File: src/rtl/fetch_ctrl.sv
// fetch_ctrl: IF-stage sequencing (PC/IF-ID enables, stage flushes, halt drain) plus perf counters.
//   in : clk, CLR (sync reset), run, halt_req, redirect, ex_mem_read, ex_rd, id_rs, id_rt, id_rs_used, id_rt_used
//   out: pc_en, ifid_en, ifid_flush, idex_flush, halted, cycle_cnt, stall_cnt, flush_cnt
module fetch_ctrl #(
  parameter int DRAIN_CYCLES = 3,
  parameter int CNT_W        = 32
) (
  input  logic             clk,
  input  logic             CLR,
  input  logic             run,
  input  logic             halt_req,
  input  logic             redirect,
  input  logic             ex_mem_read,
  input  logic [4:0]       ex_rd,
  input  logic [4:0]       id_rs,
  input  logic [4:0]       id_rt,
  input  logic             id_rs_used,
  input  logic             id_rt_used,
  output logic             pc_en,
  output logic             ifid_en,
  output logic             ifid_flush,
  output logic             idex_flush,
  output logic             halted,
  output logic [CNT_W-1:0] cycle_cnt,
  output logic [CNT_W-1:0] stall_cnt,
  output logic [CNT_W-1:0] flush_cnt
);
  typedef enum logic [1:0] {IDLE, RUN, DRAIN, HALT} state_t;
  state_t     state, state_nxt;
  logic [3:0] dcnt, dcnt_nxt;
  logic       load_use, cyc_inc, stall_inc, flush_inc;
  assign load_use = ex_mem_read && ex_rd != 5'd0 &&
                    ((id_rs_used && id_rs == ex_rd) || (id_rt_used && id_rt == ex_rd));
  always_comb begin
    pc_en      = 1'b0;
    ifid_en    = 1'b0;
    ifid_flush = 1'b1;
    idex_flush = 1'b1;
    halted     = 1'b0;
    cyc_inc    = 1'b0;
    stall_inc  = 1'b0;
    flush_inc  = 1'b0;
    state_nxt  = state;
    dcnt_nxt   = dcnt;
    case (state)
      IDLE: state_nxt = run ? RUN : IDLE;
      RUN: begin
        cyc_inc = 1'b1;
        if (halt_req) begin
          idex_flush = 1'b0;
          state_nxt  = DRAIN;
          dcnt_nxt   = 4'(DRAIN_CYCLES - 1);
        end else if (redirect) begin
          pc_en     = 1'b1;
          ifid_en   = 1'b1;
          flush_inc = 1'b1;
        end else if (load_use) begin
          ifid_flush = 1'b0;
          stall_inc  = 1'b1;
        end else begin
          pc_en      = 1'b1;
          ifid_en    = 1'b1;
          ifid_flush = 1'b0;
          idex_flush = 1'b0;
        end
      end
      DRAIN: begin
        cyc_inc   = 1'b1;
        state_nxt = dcnt == 4'd0 ? HALT : DRAIN;
        dcnt_nxt  = dcnt == 4'd0 ? dcnt : dcnt - 4'd1;
      end
      HALT: begin
        halted    = 1'b1;
        state_nxt = run ? RUN : HALT;
      end
      default: state_nxt = IDLE;
    endcase
  end
  always_ff @(posedge clk) begin
    if (CLR) begin
      state     <= IDLE;
      dcnt      <= 4'd0;
      cycle_cnt <= '0;
      stall_cnt <= '0;
      flush_cnt <= '0;
    end else begin
      state     <= state_nxt;
      dcnt      <= dcnt_nxt;
      cycle_cnt <= cycle_cnt + CNT_W'(cyc_inc);
      stall_cnt <= stall_cnt + CNT_W'(stall_inc);
      flush_cnt <= flush_cnt + CNT_W'(flush_inc);
    end
  end
endmodule

File: config.mk
export PLATFORM = sky130hd
export DESIGN_NAME = fetch_ctrl
export DESIGN_NICKNAME = d
export VERILOG_FILES = /design/src/rtl/fetch_ctrl.sv
export SDC_FILE = /design/constraint.sdc
export NUM_CORES = 1
export LEC_CHECK = 0
export CORE_ASPECT_RATIO = 0.7
export CORE_UTILIZATION = 47
export DETAILED_ROUTE_END_ITERATION = 12
export GPL_ROUTABILITY_DRIVEN = 0
export GPL_TIMING_DRIVEN = 0
export PLACE_DENSITY_LB_ADDON = 0.3
export SLEW_MARGIN = 20
export SYNTH_ARGS = -nofsm -noshare
export SYNTH_HDL_FRONTEND = slang
export SYNTH_SLANG_ARGS = --single-unit
export TNS_END_PERCENT = 10
File: constraint.sdc
create_clock -name clk -period 5.3 [get_ports clk]
set_clock_uncertainty 0.1 [all_clocks]
set_input_delay 1.06 -clock clk [delete_from_list [all_inputs] [get_ports clk]]
set_output_delay 1.06 -clock clk [all_outputs]
set_load 0.01 [all_outputs]
Word-level counts from Yosys, hierarchy flattened --
Cells that the tools add are included.
Cells by class: add/sub/neg operators 4, equality and inequality tests 7, multiplexer cells 26, reductions and logical operators 11
Operator list (number):
- $add 32x1->32 | 3
- $mux 1 | 20
- $eq 5x5->1 | 2
- $mux 4 | 2
- $pmux 2 s4 | 1
- $pmux 4 s2 | 1
- $reduce_bool 5->1 | 1
- $eq 2x2->1 const B | 2
- $logic_and 1x1->1 | 4
- $logic_not 4->1 | 1
- $mux 2 | 2
- $ne 2x2->1 const B | 2
- $sub 4x1->4 const B | 1
- $reduce_and 3->1 | 1
- $eq 2x1->1 const B | 1
- $logic_not 2->1 | 1
- $reduce_bool 2->1 | 1
- $reduce_or 2->1 | 1
- $logic_or 1x1->1 | 1
Storage, ports and cells: bits in registers 102, input port bits 23, output and inout port bits 101, logic and storage cells 53

Depth between registers and ports, before layout --
Gate-level depths: netlist of run 1.
depth in word-level cells 9, depth in mapped cells 13, mapped depth without buffers 11

Worst setup path after synthesis of run 1 --
No wires, ideal clock.
path kind input -> register, from input port ex_rd[1], to register stall_cnt[12], setup time 0.128 ns, data arrival time 3.210 ns, required time 5.072 ns, path slack 1.863 ns, cell stages on the path 11, path buffers 2, cell sequence or4_1 o21ai_0 nor3_1 ha_1 ha_1 nand4_1 clkbuf_1 clkbuf_1 nor3_1 xnor2_1 nor2_1
Between the ends: cells in the longest elaborated chain, start to end 9, elaborated cells between the ends (all ways) 13, those cells by class add/sub (1); eq/ne (2); mux (4); reduce/logical (6)
Ends and longest elaborated chain:
- start, declared | line 14 | input logic [4:0] ex_rd,
- $eq 5x5->1 | line 33 | ((id_rs_used && id_rs == ex_rd) || (id_rt_used && id_rt == ex_rd));
- $logic_and 1x1->1 | line 33
- $logic_or 1x1->1 | line 33
- $logic_and 1x1->1 (*) | line 32 | assign load_use = ex_mem_read && ex_rd != 5'd0 &&
- $mux 1 (*) | line 57 | end else if (load_use) begin
- $mux 1 (*) | line 53 | end else if (redirect) begin
- $mux 1 (*) | line 49 | if (halt_req) begin
- $mux 1 (*) | line 45 | case (state)
- $add 32x1->32 (*) | line 90 | stall_cnt <= stall_cnt + CNT_W'(stall_inc);
- end signal, assigned | line 90
- end, declared | line 25 | output logic [CNT_W-1:0] stall_cnt,
Mark *: on every way between the ends. The rest lies on a longest branch, timed or not. A chain may end at the register's enable or synchronous reset.

Worst setup path in the final report of run 1 --
from input port ex_rd[4], to output port pc_en
Between the ends: cells in the longest elaborated chain, start to end 8, elaborated cells between the ends (all ways) 12, those cells by class eq/ne (2); mux (4); reduce/logical (6)
Ends and longest elaborated chain:
- $eq 5x5->1 | line 33
- $logic_and 1x1->1 | line 33
- $logic_or 1x1->1 | line 33
- $logic_and 1x1->1 (*) | line 32
- $mux 1 (*) | line 57
- $mux 1 (*) | line 53
- $mux 1 (*) | line 49
- $mux 1 (*) | line 45
- end, declared | line 19 | output logic pc_en,
Marks and branches as above.

==> results of run 1 <==
[routing by layer]
layer / share of wire / wire (um) / up-vias
li1: - / - / 2442
met1: 0.46 / 6220 / 2362
met2: 0.44 / 6020 / 214
met3: 0.074 / 1000 / 26
met4: 0.021 / 286 / 0
met5: 0 / 0 / -
[power groups by stage]
stage	logic, W	registers [W]	clock network [W]
after global routing	0.000188	0.000804	0.000729
after detailed placement	0.000171	0.000819	0
after CTS	0.000171	0.000803	0.000695
after global placement	0.000160	0.000818	0
final	0.000172	0.000803	0.000683
after floorplan	0.000101	0.000818	0
[per-stage QoR]
step / area [um2] / hold slack, ps / worst slack (ps) / instances
CTS: 6800 / 401 / 899 / 863
global placement: 6500 / 369 / 880 / 848
global route: 6800 / 427 / 801 / 863
finish: 6800 / 397 / 871 / 863
floorplan: 5110 / 355 / 1860 / 594
detailed placement: 6500 / 380 / 807 / 848
[state kept, by name (all words and copies together), names as in the netlist]
register,flops
cycle_cnt,32
dcnt,4
flush_cnt,32
stall_cnt,32
state,2
[worst max-delay path, stage by stage]
cell and delay, ps:
clkdlybuf4s50_1 480, or4_1 550, o21ai_0 320, o31a_1 200, buf_4 100, clkdlybuf4s50_1 550
[final timing paths]
kind,start,endpoint,depth (start not counted)
setup / recovery,ex_rd[4],pc_en,6
hold / removal,stall_cnt[29],stall_cnt[29],2
setup reg to reg,state[1],flush_cnt[28],12
hold reg to reg,stall_cnt[29],stall_cnt[29],2
[cell usage in the layout (no fill, tap or decap), types with 3 or more instances in the layout]
| cell type | n |
|---|---|
| clkbuf_1 | 30 |
| mux2_2 | 18 |
| nor2b_1 | 25 |
| ha_1 | 11 |
| nor3_1 | 9 |
| o31ai_1 | 28 |
| dfxtp_1 | 102 |
| xnor2_1 | 20 |
| and4_1 | 16 |
| xor2_1 | 27 |
| and2_1 | 5 |
| nand3_1 | 35 |
| inv_1 | 16 |
| o21ai_0 | 11 |
| nor4_1 | 18 |
| and3_1 | 7 |
| clkdlybuf4s50_1 | 122 |
| nand4_1 | 31 |
| nand2b_1 | 3 |
| or3_1 | 8 |
| clkinv_2 | 3 |
| or4_1 | 29 |
| a21oi_1 | 40 |
| clkbuf_16 | 9 |
| nor2_1 | 62 |
| nand2_1 | 24 |
[area by class of cell]
| class | count | area share |
|---|---|---|
| multi-input combinational | 444 | 0.424 |
| sequential | 102 | 0.300 |
| timing repair buffer | 122 | 0.180 |
| clock buffer | 10 | 0.0337 |
| tap | 132 | 0.0243 |
| buffer | 32 | 0.0186 |
| clock inverter | 5 | 0.0110 |
| inverter | 16 | 0.00883 |
[cells by family (layout without fill, tap and decap cells)]
group	count (synthesis)	in the layout	share of synthesized area
fa+ha+maj	11	11	0.0269
simple gates	283	283	0.316
compound gates	85	85	0.101
flops	102	102	0.400
xor+xnor	47	47	0.0806
buf+inv	48	185	0.0365
mux	18	18	0.0397
==> reports/qor.csv, run 1 <==
stage;metric;value;unit
flow_run;maxCapViolCount;0;
global_routing;first_global_vias;4570;
floorplan;core;10500;um2
timing;max_slew.worst_pin.slew;607;ps
clock_network;cts_tree;built;
global_routing;use_met2;0.389;
setup_path;critPathArrivalTime;3270;ps
synth;synth.most_common_cell;dfxtp_1;
setup_path;regToRegSetupSlack;1660;ps
global_routing;grt-busiest-layer;met2;
floorplan;io_pins;124;
synth;synth_top_area_frac;0.400;
global_routing;antenna_found_initial;0;
detailed_routing;drt-pass1-iter-count;5;
setup_path;end_kind;output port;
detailed_routing;via_per_inst;5.84;
detailed_routing;ant_nets;0;
clock_network;cts_root_buf;clkbuf_16;
synth;synth-seq-cells;102;
clock_network;cts.sinks;102;
timing;slew_violations;0;
final_layout;postLayoutCoreUtil;0.649;
synth;syn_nets;628;
floorplan;fp.dieW;127;um
power;switching_power;0.000381;W
final_layout;antenna_cells;0;
timing;post-route-period-util;0.836;
setup_path;crit_required;4140;ps
floorplan;die_y;89.2;um
synth;ys_seq_area_frac;0.400;
synth;avgSynthCellArea;8.60;um2
synth;yosysWarnings;0;
clock_network;clock_path_buffers;2;
clock_network;cts_hold_buf;0;
place;dp_hpwl;10.0;mm
final_layout;area_delta_synth_final;33.1;%
global_routing;use_met3;0.0527;
place;port_buffers;122;
run_status;status;complete, no violations;
power;leakage;2.24;nW
detailed_routing;drc;0;
clock_network;cts_max_level;3;
global_routing;grt_use_total;0.245;
global_routing;grt_pass1_wl;22.0;mm
global_routing;overflow;0;
floorplan;initial_core_util;0.488;
timing;finalSetupViolations;0;
timing;rsz0062_at_grt;false;
clock_network;cts_buffers;9;
global_routing;grt_max_degree;16;
power;ir_drop;0.178;mV
timing;slew_headroom;0.596;
synth;synth_top_area_cell;dfxtp_1;
synth;yosys-top-cells-area;dfxtp_1, xor2_1, nor2_1;
floorplan;rows;31;
final_layout;drive_gt1_frac;0.0575;
power;clockPowerShare;0.412;
power;seq_power_share;0.484;
setup_path;startpoint_type;input pin;
min_path;hold_path_class;reg2reg;
power;p_per_area;244;nW/um2
setup_path;critical_path.max_fanout;3;
power;intPower;0.00128;W
synth;synthFlopType;dfxtp_1;
power;pwr-share-comb;0.103;
detailed_routing;wl_per_cell;15.7;um
synth;ys_top_cells_by_count;dfxtp_1, nor2_1, a21oi_1, nand3_1, nand4_1;
clock_network;clkLatencyLatePin;340;ps
synth;synth_cell_types;40;
floorplan;die_area;11300;um2
final_layout;nets;761;
timing;min_period;4430;ps
power;power;0.00166;W
synth;syn_inst;594;
timing;finalHoldViolCount;0;
synth;synth.cell_area;5110;um2
detailed_routing;drt_iter0_markers;370;
final_layout;num-fill-cells;879;
clock_network;cts_setup_buffers;0;
timing;setup_tns;0;ps
synth;synth_edf_count;0;
global_routing;gr-usage-met1;0.328;
setup_path;worstSetupPathType;in2out;
final_layout;ff_latch_area;2040;um2
timing;fmax;226;MHz
power;swShare;0.230;
clock_network;clk_pin_slew;60;ps
clock_network;post_cts_resized;0;
detailed_routing;wirelength;13.5;mm
synth;postSynth.asyncResetShare;0;
final_layout;multi_input_area;2880;um2
detailed_routing;vias;5044;
No activity file was read; power rests on OpenSTA's default activity.
==> run 2, diff against run 1 <==
clock period = 4.15 ns   (was 5.3 ns; I/O delays follow)
==> results of run 2 <==
The final DEF is identical to that of run 1. Status: complete, no violations.
Among the figures that moved: setup slack after placement 807 ps -> -113 ps; clock-pin slew on the worst setup and hold paths 60 ps -> 70 ps; setup slack after layout 871 ps -> 170 ps; end point of the critical path pc_en -> stall_cnt[12]; register-to-register setup slack 1660 ps -> 510 ps; total power 0.00166 W -> 0.00212 W; worst IR drop on VDD 0.178 mV -> 0.227 mV
==> run 3, diff against run 2 <==
CORE_UTILIZATION = 35   (was 47)
==> run 3 against run 2 <==
  * Critical path depth fell by 6
  * Via count fell by 0.36%
  * Final cell count rose by 6.8%
  * Highest routed layer unchanged
  * Largest power group unchanged
  * Non-clock buffer count did not move
  * Largest cell class unchanged
  * Combinational power barely moved
==> reports/qor.csv, run 3 (synthesis gave the netlist of run 1 again) <==
stage;metric;value;unit;change
timing;finalSetupViolations;0;;unchanged
timing;max_slew.worst_pin.slew;599;ps;-8.15 ps
place;dp_hpwl;10.7;mm;+6.9%
detailed_routing;drt_iter0_markers;235;;-36%
clock_network;cts_hold_buf;0;;unchanged
global_routing;grt_pass1_wl;23.0;mm;+4.7%
timing;slew_headroom;0.601;;+0.00543
clock_network;clock_path_buffers;2;;unchanged
place;place_area;6570;um2;+1.1%
clock_network;cts_buffers;9;;unchanged
clock_network;clkLatencyLatePin;340;ps;about the same
global_routing;overflow;0;;unchanged
detailed_routing;top_layer;met4;;
clock_network;clk_pin_slew;70;ps;
setup_path;critPathArrivalTime;3060;ps;
detailed_routing;ant_nets;0;;unchanged
final_layout;reg_top3;cycle_cnt (32), flush_cnt (32), stall_cnt (32);;
clock_network;cts_tree;built;;
detailed_routing;drc;0;;unchanged
detailed_routing;drt-pass1-iter-count;4;;-1
final_layout;final_cell_mix;clkdlybuf4s50_1, dfxtp_1, nor2_1;;
setup_path;startpoint_type;input pin;;
final_layout;multi_input_area;2890;um2;+0.30%
floorplan;fp.dieW;146;um;+16%
detailed_routing;wl_met1;6.84;mm;+10%
timing;min_period;3990;ps;
min_path;hold_depth;2;;unchanged
final_layout;antenna_cells;0;;unchanged
final_layout;area_delta_synth_final;34.2;%;
timing;post-route-period-util;0.961;;
clock_network;cts_max_level;3;;unchanged
detailed_routing;via_per_inst;5.45;;-6.7%
detailed_routing;wl_per_cell;15.6;um;-0.68%
setup_path;r2r_cells;12;;unchanged
power;power;0.00205;W;
floorplan;io_pins;124;;unchanged
global_routing;antenna_found_initial;0;;unchanged
timing;fmax;251;MHz;
power;p_per_area;299;nW/um2;
floorplan;die_y;103;um;+16%
detailed_routing;vias;5026;;-0.36%
global_routing;grt_max_degree;16;;unchanged
floorplan;core;14100;um2;+35%
floorplan;initial_core_util;0.362;;-0.125
final_layout;design_area;6860;um2;+0.86%
timing;slew_violations;0;;unchanged
place;dp_slack;-171;ps;
final_layout;ff_latch_area;2040;um2;unchanged
final_layout;num-fill-cells;1318;;+50%
flow_run;maxCapViolCount;0;;unchanged
place;dp.cells;906;;+6.8%
timing;finalHoldViolCount;0;;unchanged
detailed_routing;dr_wl_met3;725;um;-28%
final_layout;nets;761;;unchanged
floorplan;die_area;15100;um2;+34%
timing;setup_ws;161;ps;
min_path;hold_path_class;reg2reg;;
detailed_routing;wirelength;14.4;mm;+6.1%
power;leakage;2.22;nW;-0.72%
final_layout;mostFrequentLayoutCell;clkdlybuf4s50_1;;
clock_network;cts_root_buf;clkbuf_16;;
setup_path;regToRegSetupSlack;650;ps;
final_layout;layoutNonFillerInstCount;922;;+6.8%
final_layout;postLayoutCoreUtil;0.487;;-0.163
setup_path;critical_path.max_fanout;3;;
clock_network;cts_setup_buffers;0;;unchanged
floorplan;rows;36;;+16%
detailed_routing;dr_wl_met2;6.59;mm;+9.6%
global_routing;first_global_vias;4516;;-1.2%
clock_network;cts.sinks;102;;unchanged
clock_network;post_cts_resized;0;;unchanged
setup_path;worstSetupPathType;in2out;;
place;port_buffers;122;;unchanged
setup_path;end_kind;output port;;
global_routing;grt_use_total;0.192;;-0.0533
final_layout;drive_gt1_frac;0.0601;;+0.00265
setup_path;crit_required;3220;ps;
timing;rsz0062_at_grt;false;;
power;ir_drop;0.177;mV;
run_status;status;complete, no violations;;
run 3: cell count changes in the layout (fill, tap and decap cells not counted), sizes merged:
cell	before	now
bufinv	2	0
clkbuf	39	43
clkinvlp	0	1
clkinv	3	1
run 3: path summary, 6_finish.rpt:
check / startpoint / endpoint
setup / recovery: ex_rd[3] / idex_flush
hold / removal: stall_cnt[28] / stall_cnt[28]
hold reg to reg: stall_cnt[28] / stall_cnt[28]
setup reg to reg: state[1] / flush_cnt[30]
run 3: layout make-up:
class                           instances  area share
Buffer                                 32      0.0186
Multi-Input combinational cell        444       0.421
Inverter                               16     0.00876
Sequential cell                       102       0.298
Clock inverter                          2     0.00237
Timing Repair Buffer                  122       0.178
Clock buffer                           14      0.0385
Tap cell                              190      0.0347
run 3: worst max-delay path, cell delays in order:
cell             delay [ps]
clkdlybuf4s50_1         470
xor2_1                  180
nor4_1                  320
a32oi_1                 150
o311ai_0                470
clkdlybuf4s50_1         640
run 3: stage by stage:
step | setup TNS [ps] | hold slack (ps)
2_1_floorplan | 0 | 355
3_3_place_gp | -300 | 377
3_5_place_dp | -1100 | 387
4_1_cts | 0 | 396
5_1_grt | 0 | 427
6_report | 0 | 389
run 3: power by group:
group | leakage (nW) | internal (W) | switching [W] | total [W]
Sequential | 0.822 | 0.00100 | 0.0000216 | 0.00103
Combinational | 1.27 | 0.000106 | 0.000115 | 0.000221
Clock | 0.133 | 0.000442 | 0.000363 | 0.000806
run 3: metal layers:
layer | global-route usage | vias up
met5 | 0 | -
met4 | 0.0521 | 0
met3 | 0.0394 | 18
met2 | 0.314 | 143
met1 | 0.257 | 2407
li1 | - | 2458
